[src/rtl/usb_tx_scheduler.sv]
// usb_tx_scheduler: two-requester round-robin packet scheduler feeding a
// byte-wide TX engine through a tx_start/tx_done handshake.
// Optional USB CRC16 trailer is enabled by defining USB_TX_SCHED_CRC16_EN;
// the default build carries no CRC logic and ends packets after the last byte.

module usb_tx_scheduler (
    input  logic       clk,
    input  logic       RST,
    input  logic [1:0] req_valid,
    input  logic [7:0] req_data0,
    input  logic [7:0] req_data1,
    input  logic [1:0] req_last,
    output logic [1:0] req_ack,
    output logic       tx_start,
    output logic [7:0] tx_data_in,
    input  logic       tx_done,
    output logic       busy,
    output logic [1:0] grant,
    output logic       pkt_done
);

    typedef enum logic [2:0] {
        IDLE,
        ARB,
        ISSUE,
        WAIT,
        CRC_LO,
        CRC_HI,
        FIN
    } state_t;

    state_t      r_state;
    state_t      w_next;

    logic        r_owner;
    logic        r_last_owner;
    logic [1:0]  r_grant;
    logic        r_last;
    logic [7:0]  r_tx_data;

    logic        w_pick;
    logic [1:0]  w_arb_grant;
    logic        w_owner_valid;
    logic [7:0]  w_owner_data;
    logic        w_owner_last;

    logic        w_start;
    logic [7:0]  w_byte;
    logic [1:0]  w_ack;
    logic        w_pkt_done;

`ifdef USB_TX_SCHED_CRC16_EN
    logic [15:0] r_crc;
    logic        r_crc_sent;
    logic        r_is_pid;

    // Reflected CRC16 (poly 0x8005 -> 0xA001), one data byte, LSB first.
    function automatic logic [15:0] crc16_byte(input logic [15:0] crc_in,
                                               input logic [7:0]  data);
        logic [15:0] c;
        logic [7:0]  b;
        c = crc_in;
        b = data;
        for (int unsigned i = 0; i < 8; i++) begin
            if (c[0] ^ b[0]) begin
                c = (c >> 1) ^ 16'hA001;
            end else begin
                c = c >> 1;
            end
            b = b >> 1;
        end
        return c;
    endfunction
`endif

    // Round-robin pick: on a tie the requester that did not own the last packet wins.
    always_comb begin
        w_pick      = (req_valid == 2'b11) ? ~r_last_owner : req_valid[1];
        w_arb_grant = '0;
        if (|req_valid) begin
            w_arb_grant = w_pick ? 2'b10 : 2'b01;
        end
    end

    // Owner-side view of the requester interface.
    always_comb begin
        w_owner_valid = req_valid[r_owner];
        w_owner_last  = req_last[r_owner];
        w_owner_data  = r_owner ? req_data1 : req_data0;
    end

    // State register.
    always_ff @(posedge clk) begin
        if (RST) begin
            r_state <= IDLE;
        end else begin
            r_state <= w_next;
        end
    end

    // Next-state and pulse outputs; tx_start/req_ack are issued in the same
    // cycle the FSM sits in ISSUE (or an unsent CRC state) so that a tx_done in
    // cycle N yields the next tx_start in cycle N+1.
    always_comb begin
        w_next     = r_state;
        w_start    = 1'b0;
        w_byte     = r_tx_data;
        w_ack      = '0;
        w_pkt_done = 1'b0;
        case (r_state)
            IDLE: begin
                if (|req_valid) begin
                    w_next = ARB;
                end
            end
            ARB: begin
                w_next = (|req_valid) ? ISSUE : IDLE;
            end
            ISSUE: begin
                if (w_owner_valid) begin
                    w_start = 1'b1;
                    w_byte  = w_owner_data;
                    w_ack   = r_owner ? 2'b10 : 2'b01;
                    w_next  = WAIT;
                end
            end
            WAIT: begin
                if (tx_done) begin
                    if (!r_last) begin
                        w_next = ISSUE;
                    end else begin
`ifdef USB_TX_SCHED_CRC16_EN
                        w_next = CRC_LO;
`else
                        w_next = FIN;
`endif
                    end
                end
            end
`ifdef USB_TX_SCHED_CRC16_EN
            CRC_LO: begin
                if (!r_crc_sent) begin
                    w_start = 1'b1;
                    w_byte  = ~r_crc[7:0];
                end else if (tx_done) begin
                    w_next = CRC_HI;
                end
            end
            CRC_HI: begin
                if (!r_crc_sent) begin
                    w_start = 1'b1;
                    w_byte  = ~r_crc[15:8];
                end else if (tx_done) begin
                    w_next = FIN;
                end
            end
`endif
            FIN: begin
                w_pkt_done = 1'b1;
                w_next     = IDLE;
            end
            default: begin
                w_next = IDLE;
            end
        endcase
    end

    // Packet context: owner, grant, last flag, held TX byte and CRC accumulator.
    always_ff @(posedge clk) begin
        if (RST) begin
            r_owner      <= 1'b0;
            r_last_owner <= 1'b1;
            r_grant      <= '0;
            r_last       <= 1'b0;
            r_tx_data    <= '0;
`ifdef USB_TX_SCHED_CRC16_EN
            r_crc        <= '1;
            r_crc_sent   <= 1'b0;
            r_is_pid     <= 1'b0;
`endif
        end else begin
            if (w_start) begin
                r_tx_data <= w_byte;
            end
            case (r_state)
                ARB: begin
                    if (|req_valid) begin
                        r_owner <= w_pick;
                        r_grant <= w_arb_grant;
`ifdef USB_TX_SCHED_CRC16_EN
                        r_crc    <= '1;
                        r_is_pid <= 1'b1;
`endif
                    end
                end
                ISSUE: begin
                    if (w_owner_valid) begin
                        r_last <= w_owner_last;
`ifdef USB_TX_SCHED_CRC16_EN
                        if (!r_is_pid) begin
                            r_crc <= crc16_byte(r_crc, w_owner_data);
                        end
                        r_is_pid <= 1'b0;
`endif
                    end
                end
`ifdef USB_TX_SCHED_CRC16_EN
                CRC_LO, CRC_HI: begin
                    if (w_start) begin
                        r_crc_sent <= 1'b1;
                    end else if (tx_done && r_crc_sent) begin
                        r_crc_sent <= 1'b0;
                    end
                end
`endif
                FIN: begin
                    r_last_owner <= r_owner;
                    r_grant      <= '0;
                    r_last       <= 1'b0;
                end
                default: begin
                end
            endcase
        end
    end

    assign tx_start   = w_start;
    assign tx_data_in = w_byte;
    assign req_ack    = w_ack;
    assign pkt_done   = w_pkt_done;
    assign busy       = (r_state != IDLE);
    // Grant is visible from the ARB cycle itself and held until FIN exits.
    assign grant      = (r_state == ARB) ? w_arb_grant : r_grant;

endmodule

[config.mk]
export PLATFORM = sky130hd
export DESIGN_NAME = usb_tx_scheduler
export DESIGN_NICKNAME = d
export VERILOG_FILES = /design/src/rtl/usb_tx_scheduler.sv
export SDC_FILE = /design/constraint.sdc
export NUM_CORES = 1
export LEC_CHECK = 0
export ABC_AREA = 1
export BUFFER_PORTS_ARGS = -buffer_cell sky130_fd_sc_hd__buf_4
export CELL_PAD_IN_SITES_DETAIL_PLACEMENT = 0
export CELL_PAD_IN_SITES_GLOBAL_PLACEMENT = 1
export CORE_ASPECT_RATIO = 0.5
export CORE_MARGIN = 8
export CORE_UTILIZATION = 32
export CTS_BUF_LIST = sky130_fd_sc_hd__clkbuf_16
export CTS_CLUSTER_SIZE = 40
export DETAILED_ROUTE_END_ITERATION = 8
export PLACE_DENSITY = 0.83
export SLEW_MARGIN = 25
export SYNTH_ARGS = -nofsm -noshare
export SYNTH_HDL_FRONTEND = slang
export SYNTH_SLANG_ARGS = --single-unit
[constraint.sdc]
create_clock -name clk -period 1.4 [get_ports clk]
set_input_delay 0.28 -clock clk [delete_from_list [all_inputs] [get_ports clk]]
set_output_delay 0.28 -clock clk [all_outputs]
set_load 0.01 [all_outputs]
[Word level (Yosys, flattened, before mapping)]
Cells that the tools add are included.
Storage, ports and cells
  output and inout bits: 15
  input bits: 23
  flip-flop bits (word level): 16
Cells by class
  eq/ne operators: 9
  magnitude comparators: 1
  bitwise logic cells: 1
  reduce and logical (&&, ||, !) cells: 9
  mux-type cells: 27
Operators with widths (number)
  $mux 8: 3
  $mux 2: 8
  $mux 3: 4
  $pmux 3 s4: 1
  $mux 1: 9
  $ne 2x2->1 const B: 4
  $eq 3x2->1 const B: 2
  $reduce_and 2->1: 3
  $pmux 2 s2: 1
  $reduce_bool 2->1: 2
  $eq 3x1->1 const B: 1
  $eq 3x3->1 const B: 1
  $logic_not 3->1: 1
  $reduce_and 3->1: 1
  $reduce_bool 3->1: 1
  $eq 2x2->1 const B: 1
  $lt 1x2->1 const B: 1
  $pmux 1 s2: 1
  $reduce_or 2->1: 1
  $not 1->1: 1

[Logic depth before layout (Yosys ltp)]
Gate-level depths: netlist of run 1.
  depth in word-level cells: 6
  gate-level depth with buffers: 8
  mapped depth without buffers: 7

[Worst setup path after synthesis of run 1]
OpenSTA, ideal clock, no wires.
  kind: reg-to-output
  from: register r_state[2]
  to: output tx_data_in[0]
  buffers on the path: 1
  setup slack: 0.096 ns
  cell stages (with the launch flop): 8
  required time: 1.120 ns
  data arrival time: 1.024 ns
  cells stage by stage: dfxtp_1 > nor2_4 > nand2_4 > clkinv_4 > nand2_8 > buf_12 > o21ai_2 > inv_1
Between the ends
  cells in the longest elaborated chain, start to end: 2
RTL lines
  from (decl): RTL line 32  | state_t r_state;
  from (signal assigned): RTL line 97  | r_state <= w_next;
  $eq 3x2->1: RTL line 110  | case (r_state)
  $mux 8: RTL line 110
  to (decl): RTL line 15  | output logic [7:0] tx_data_in,
No other way between the ends.

[Worst setup path after layout of run 1]
  from: register r_state[2]
  to: output tx_data_in[4]
The elaborated chain is that of the path after synthesis.

==> run_results.csv, run 1 <==
group,metric,value,unit
run_status,status,"finished with violations",
run_status,violations,"setup timing",
setup_path,slowest_delay,330,ps
die,die-area,5124,um2
drt,routed_wl,2933,um
drt,postRouteAntennaNets,0,
sta,hold_viol_final,0,
setup_path,slowest_stage,"dfxtp_2",
sta,min_period_over_period,112.3,%
global_route,grt_remaining_overflow,0,
cts,root_buffer,"clkbuf_16",
cts,h-tree-depth,1,
cells_and_area,nets,241,
global_route,grt_pass1_wl,4554,um
setup_path,reg2reg_depth,10,
flow_run,maxCapViolCount,0,
placement,io_buffers,37,
die,start_util,32.89,%
cells_and_area,final_common_cell,"buf_4",
setup_path,reg2reg_to,"r_last",
sta,rsz0062_at_grt,"yes",
drt,vias_per_cell,4.300,
placement,gp_congestion,0.7537,
power,powerDensity,1003,nW/um2
power,clockPowerShare,31.7,%
logic_synthesis,syn-num-nets,171,
die,die_h,54.78,um
logic_synthesis,ys_types,23,
cts,path_clk_slew,50,ps
global_route,antenna_found_initial,0,
logic_synthesis,synth_top_area_cell,"dfxtp_1",
logic_synthesis,ys_seq_area_share,33.29,%
cells_and_area,final_util,60.18,%
logic_synthesis,netlist_area,962.2,um2
cells_and_area,drive_gt1_share,52.53,%
power,internal_power,1.217,mW
min_path,min-delay-start,"RST",
sta,period_needed,1572,ps
power,p_sw_share,31.06,%
cts,cts_sinks,16,
power,p_sw,548.2,uW
power,combPwrFrac,38.7,%
setup_path,crit_fanout,7,
setup_path,rr_startpoint,"r_state[2]",
sta,worst_slew_pin_slew,215.8,ps
sta,timing.final.ws_setup,-172.0,ps
sta,drv_slew,0,
cells_and_area,fillers,272,
sta,timing.slew.headroom,85.53,%
die,die_width,93.55,um
min_path,worstHoldPathCells,2,
drt,vias,1105,
cts,cts_buffers,3,
setup_path,crit_type,"flip-flop to primary output",
cells_and_area,area_growth,82.97,%
cts,cts_max_path_buffers,2,
logic_synthesis,ys_ff_latch,16,
power,p_total,1.765,mW
sta,fin_worst_skew,3.198,ps
logic_synthesis,synth_area_leaders,"dfxtp_1, nand2_1, inv_1",
die,row_count,14,
drt,drc,0,
cts,insertion_delay,250,ps
placement,dp_hpwl,2019,um
drt,drt-pass1-iter-count,3,
power,p_leak,0.9487,nW
global_route,gr-usage-all-layers,11.15,%
logic_synthesis,avgSynthCellArea,6.501,um2
setup_path,cp_cell_sequence,"nor2_4 > nand2_4 > clkinv_8 > nand2_8 > o21ai_2 > inv_1 > buf_4",
drt,drtIter0Drc,17,
logic_synthesis,synth.top_cell.area_share,33.29,%
setup_path,required,1120,ps
global_route,grt_start_max_net_pins,13,
global_route,grt_pass1_vias,1066,
sta,fmax,636.1,MHz
min_path,min_to,"r_state[2]",
cts,cts_tree,"done",
cells_and_area,final_cell_mix,"buf_4, nand2_1, inv_1",
setup_path,r2r_setup_slack,40,ps
logic_synthesis,synth_warnings,0,
min_path,hold_class,"input pin to flip-flop",
logic_synthesis,postSynthCellCount,148,
drt,wl_per_cell,11.41,um
cells_and_area,antenna_cells,0,
setup_path,cp-start-kind,"flip-flop",
die,io_pins,38,
setup_path,critPathCaptureType,"primary output",
setup_path,critical_path_arrival,1290,ps
die,core,2925,um2
sta,setup_viol,12,
power,seqPwrFrac,29.5,%
power,ir_worst_vdd,0.0004594,V
==> metrics by stage <==
stage	std cells	area (um2)	hold slack (ps)	worst slack, ps	setup TNS (ps)
after global placement	238	1384	438.9	-11.21	-11.21
after detailed placement	238	1384	441.2	-56.35	-56.35
after global routing	257	1760	317.4	-244.3	-2388
final	257	1760	299.5	-172.0	-1583
after CTS	252	1613	303.0	-166.2	-1418
after floorplan	148	962.2	349.4	95.93	0
==> synthesized netlist by cell type (all sizes together) <==
master	number
a31oi	1
nand4	1
inv	31
nand2	53
o21ai	10
buf	3
nor2	18
o211ai	1
clkbuf	1
nand3	7
a21boi	1
dfxtp	16
clkinv	1
o22ai	1
a21oi	3
==> kinds of logic after synthesis <==
family	count (synthesis)	share of synthesized area, %
compound gates	17	13.92
flops	16	33.29
buf+inv	36	16.51
simple gates	79	36.28
==> power by group through the flow <==
| stage | clock network, mW | registers (mW) | logic, mW |
|---|---|---|---|
| CTS | 0.573 | 0.519 | 0.600 |
| detailed placement | 0 | 0.526 | 0.512 |
| floorplan | 0 | 0.524 | 0.279 |
| global placement | 0 | 0.524 | 0.507 |
| global route | 0.593 | 0.525 | 0.752 |
| finish | 0.560 | 0.522 | 0.684 |
==> state kept, by name, indices dropped and copies added (netlist names) <==
name,flops
r_tx_data,8
r_state,3
r_grant,2
r_last,1
r_last_owner,1
r_owner,1
==> worst max-delay path by stage <==
| stage | startpoint | end | slack [ps] | depth (start not counted) |
|---|---|---|---|---|
| 2_1_floorplan | r_state[2] | tx_data_in[0] | 100 | 7 |
| 3_3_place_gp | r_owner | tx_data_in[6] | -10 | 6 |
| 3_5_place_dp | r_owner | tx_data_in[6] | -60 | 6 |
| 4_1_cts | r_owner | tx_data_in[0] | -170 | 7 |
| 5_1_grt | r_owner | tx_data_in[2] | -240 | 6 |
| 6_report | r_state[2] | tx_data_in[4] | -170 | 7 |
==> per-layer routing <==
layer  wire length, um  GRT usage, %  up-vias
met2              1657         21.69       17
met4                 0         2.597        0
met3               118         3.694        0
li1                  -             -      584
met5                 0             0        -
met1              1156         11.82      504
==> what timing repair did <==
| item | in CTS | in global routing |
|---|---|---|
| setup buffers | 9 | 4 |
| setup endpoints to repair | 14 | 14 |
| pin swaps | 7 | 8 |
| gates cloned | 1 | 1 |
| resized for setup | 25 | 28 |
| hold buffers | 0 | 0 |
==> layout make-up <==
class / count / area (um2) / share of cell area [%]
multi-input combinational: 98 / 623.1 / 35.39
clock buffer: 3 / 75.07 / 4.264
clock inverter: 1 / 3.754 / 0.2132
sequential: 16 / 327.8 / 18.62
inverter: 32 / 140.1 / 7.960
timing repair buffer: 67 / 540.5 / 30.70
tap: 40 / 50.05 / 2.843
==> critical path, delay by kind of cell (launching register included) <==
family	cells	cell delay, ps
buffers and inverters	3	280
AOI/OAI and AO/OA	1	140
and+or+nand+nor	3	310
DFF	1	330
Power figures use the tool's default switching activity.
==> inputs of run 2 (changes only) <==
==> constraint.sdc (replaced) <==
create_clock -name clk -period 1.5 [get_ports clk]
set_input_delay 0.3 -clock clk [delete_from_list [all_inputs] [get_ports clk]]
set_output_delay 0.3 -clock clk [all_outputs]
set_load 0.01 [all_outputs]
==> run_results.csv, run 2 (synthesis results as in run 1) <==
group,metric,value,unit
run_status,status,"finished with violations",
run_status,violations,"setup timing",
cells_and_area,largest_register_ffs,8,
setup_path,slowest_stage,"dfxtp_4",
die,die-area,5124,um2
global_route,gr-usage-all-layers,11.40,%
cells_and_area,final_common_cell,"buf_4",
sta,worst_slew_pin_slew,362.4,ps
drt,drt-pass1-iter-count,4,
power,ir_worst_vdd,0.0004976,V
cts,ctsHoldBuffers,0,
sta,fmax,630.0,MHz
sta,period_needed,1587,ps
sta,drv_slew,0,
sta,min_period_over_period,105.8,%
die,row_count,14,
setup_path,critical_path_arrival,1290,ps
cells_and_area,drive_gt1_share,53.55,%
cts,cts_buffers,3,
die,io_pins,38,
global_route,grt_start_max_net_pins,13,
placement,dp_hpwl,1912,um
cells_and_area,area_growth,81.66,%
min_path,hold_class,"input pin to flip-flop",
power,p_leak,0.9494,nW
setup_path,crit_fanout,5,
placement,gp_congestion,0.7562,
cells_and_area,antenna_cells,0,
power,powerDensity,944.1,nW/um2
drt,drtIter0Drc,39,
sta,setup_viol,9,
sta,hold_slack,306.9,ps
flow_run,maxCapViolCount,0,
sta,rsz0062_at_grt,"yes",
die,die_h,54.78,um
setup_path,crit_type,"flip-flop to primary output",
global_route,grtUsageMet3,4.378,%
global_route,grt_remaining_overflow,0,
drt,drc,0,
die,die_width,93.55,um
sta,timing.slew.headroom,75.79,%
cells_and_area,final_cell_mix,"buf_4, nand2_1, inv_1",
cells_and_area,reg_top3,"r_tx_data: 8 flops, r_state: 3 flops, r_grant: 2 flops",
setup_path,crit_family,"flip-flops",
global_route,met1_usage,12.71,%
global_route,antenna_found_initial,0,
setup_path,slowest_delay,350,ps
sta,hold_viol_final,0,
global_route,busiest_layer,"met2",
global_route,grt_pass1_vias,1051,
cells_and_area,nets,236,
cts,cts_max_path_buffers,2,
placement,place_ws,22.49,ps
cts,cts_tree,"done",
drt,vias,1100,
cts,root_buffer,"clkbuf_16",
cells_and_area,largest_register,"r_tx_data",
drt,routed_wl,2825,um
placement,io_buffers,37,
setup_path,critPathBufInv,3,
drt,vias_per_cell,4.382,
drt,wl_per_cell,11.25,um
cts,path_clk_slew,50,ps
cts,insertion_delay,250,ps
sta,timing.final.ws_setup,-87.41,ps
cts,h-tree-depth,1,
sta,fin_worst_skew,3.983,ps
setup_path,required,1200,ps
global_route,grt_pass1_wl,4533,um
cells_and_area,fillers,270,
setup_path,critPathCaptureType,"primary output",
cts,cts_sinks,16,
die,start_util,32.89,%
die,core,2925,um2
setup_path,cp_cell_sequence,"nor2_4 > nand2_4 > clkinv_8 > nand2_8 > o21ai_4 > inv_2 > buf_6",
drt,postRouteAntennaNets,0,
setup_path,cp-start-kind,"flip-flop",
global_route,grt_use_met2,19.84,%
==> run 2: cell types whose count changed in the layout (fill, tap and decap cells not counted), moves of 4 or more <==
cell     previous run  this run
nand2_1            42        35
nand2_2             5         9
buf_4              57        51
nand2_4             4         9
==> run 2: repair_timing <==
item,4_1_cts,5_1_grt
gates resized for setup,31,30
setup buffers,8,3
hold endpoints to repair,0,0
endpoints found under the setup margin,11,14
gates cloned,3,0
pin swaps,6,8
==> run 2: metal layers <==
| metal | part of all wire [%] | vias up | wire length (um) |
|---|---|---|---|
| met5 | 0 | - | 0 |
| met2 | 52 | 23 | 1478 |
| met4 | 1.1 | 0 | 32 |
| met1 | 42 | 496 | 1174 |
| li1 | - | 576 | - |
| met3 | 5.0 | 5 | 140 |
==> run 2: final timing paths <==
kind	cells past startpoint	end	slack, ps	start
max	7	tx_data_in[7]	-90	r_state[2]
max reg2reg	9	r_tx_data[2]	290	r_state[2]
min	2	r_state[2]	310	RST
min reg2reg	2	r_grant[0]	480	r_grant[0]
==> run 2: stage by stage <==
step                      total power, mW  utilization [%]  std cells  TNS (ps)  area, um2
after detailed placement           0.9493            46.28        234         0       1354
final                               1.650            59.75        251    -648.4       1748
after global routing                1.752            59.75        251     -1231       1748
after floorplan                    0.7492                -        148         0      962.2
after CTS                           1.587            54.83        248    -876.9       1604
after global placement             0.9458            46.28        234         0       1354
==> run 2: worst register-to-register path, cell delays in order (launching register included) <==
cell,delay [ps]
dfxtp_4,350
nor2_4,110
nand2_4,90
clkinv_8,90
nand2_8,80
nand2_2,70
o21ai_2,50
buf_4,120
buf_4,120
nor2_1,80
==> run 2: where the power goes <==
| part | internal [mW] | switching, mW |
|---|---|---|
| clock network | 0.350 | 0.163 |
| registers | 0.462 | 0.0225 |
| logic | 0.324 | 0.328 |
| total | 1.14 | 0.514 |
==> run 2: final cells by class <==
type	count	area (um2)	share of cell area, %
Clock buffer	3	75.07	4.295
Inverter	32	140.1	8.017
Multi-Input combinational cell	99	656.9	37.58
Sequential cell	16	330.3	18.90
Tap cell	40	50.05	2.863
Timing Repair Buffer	61	495.5	28.35
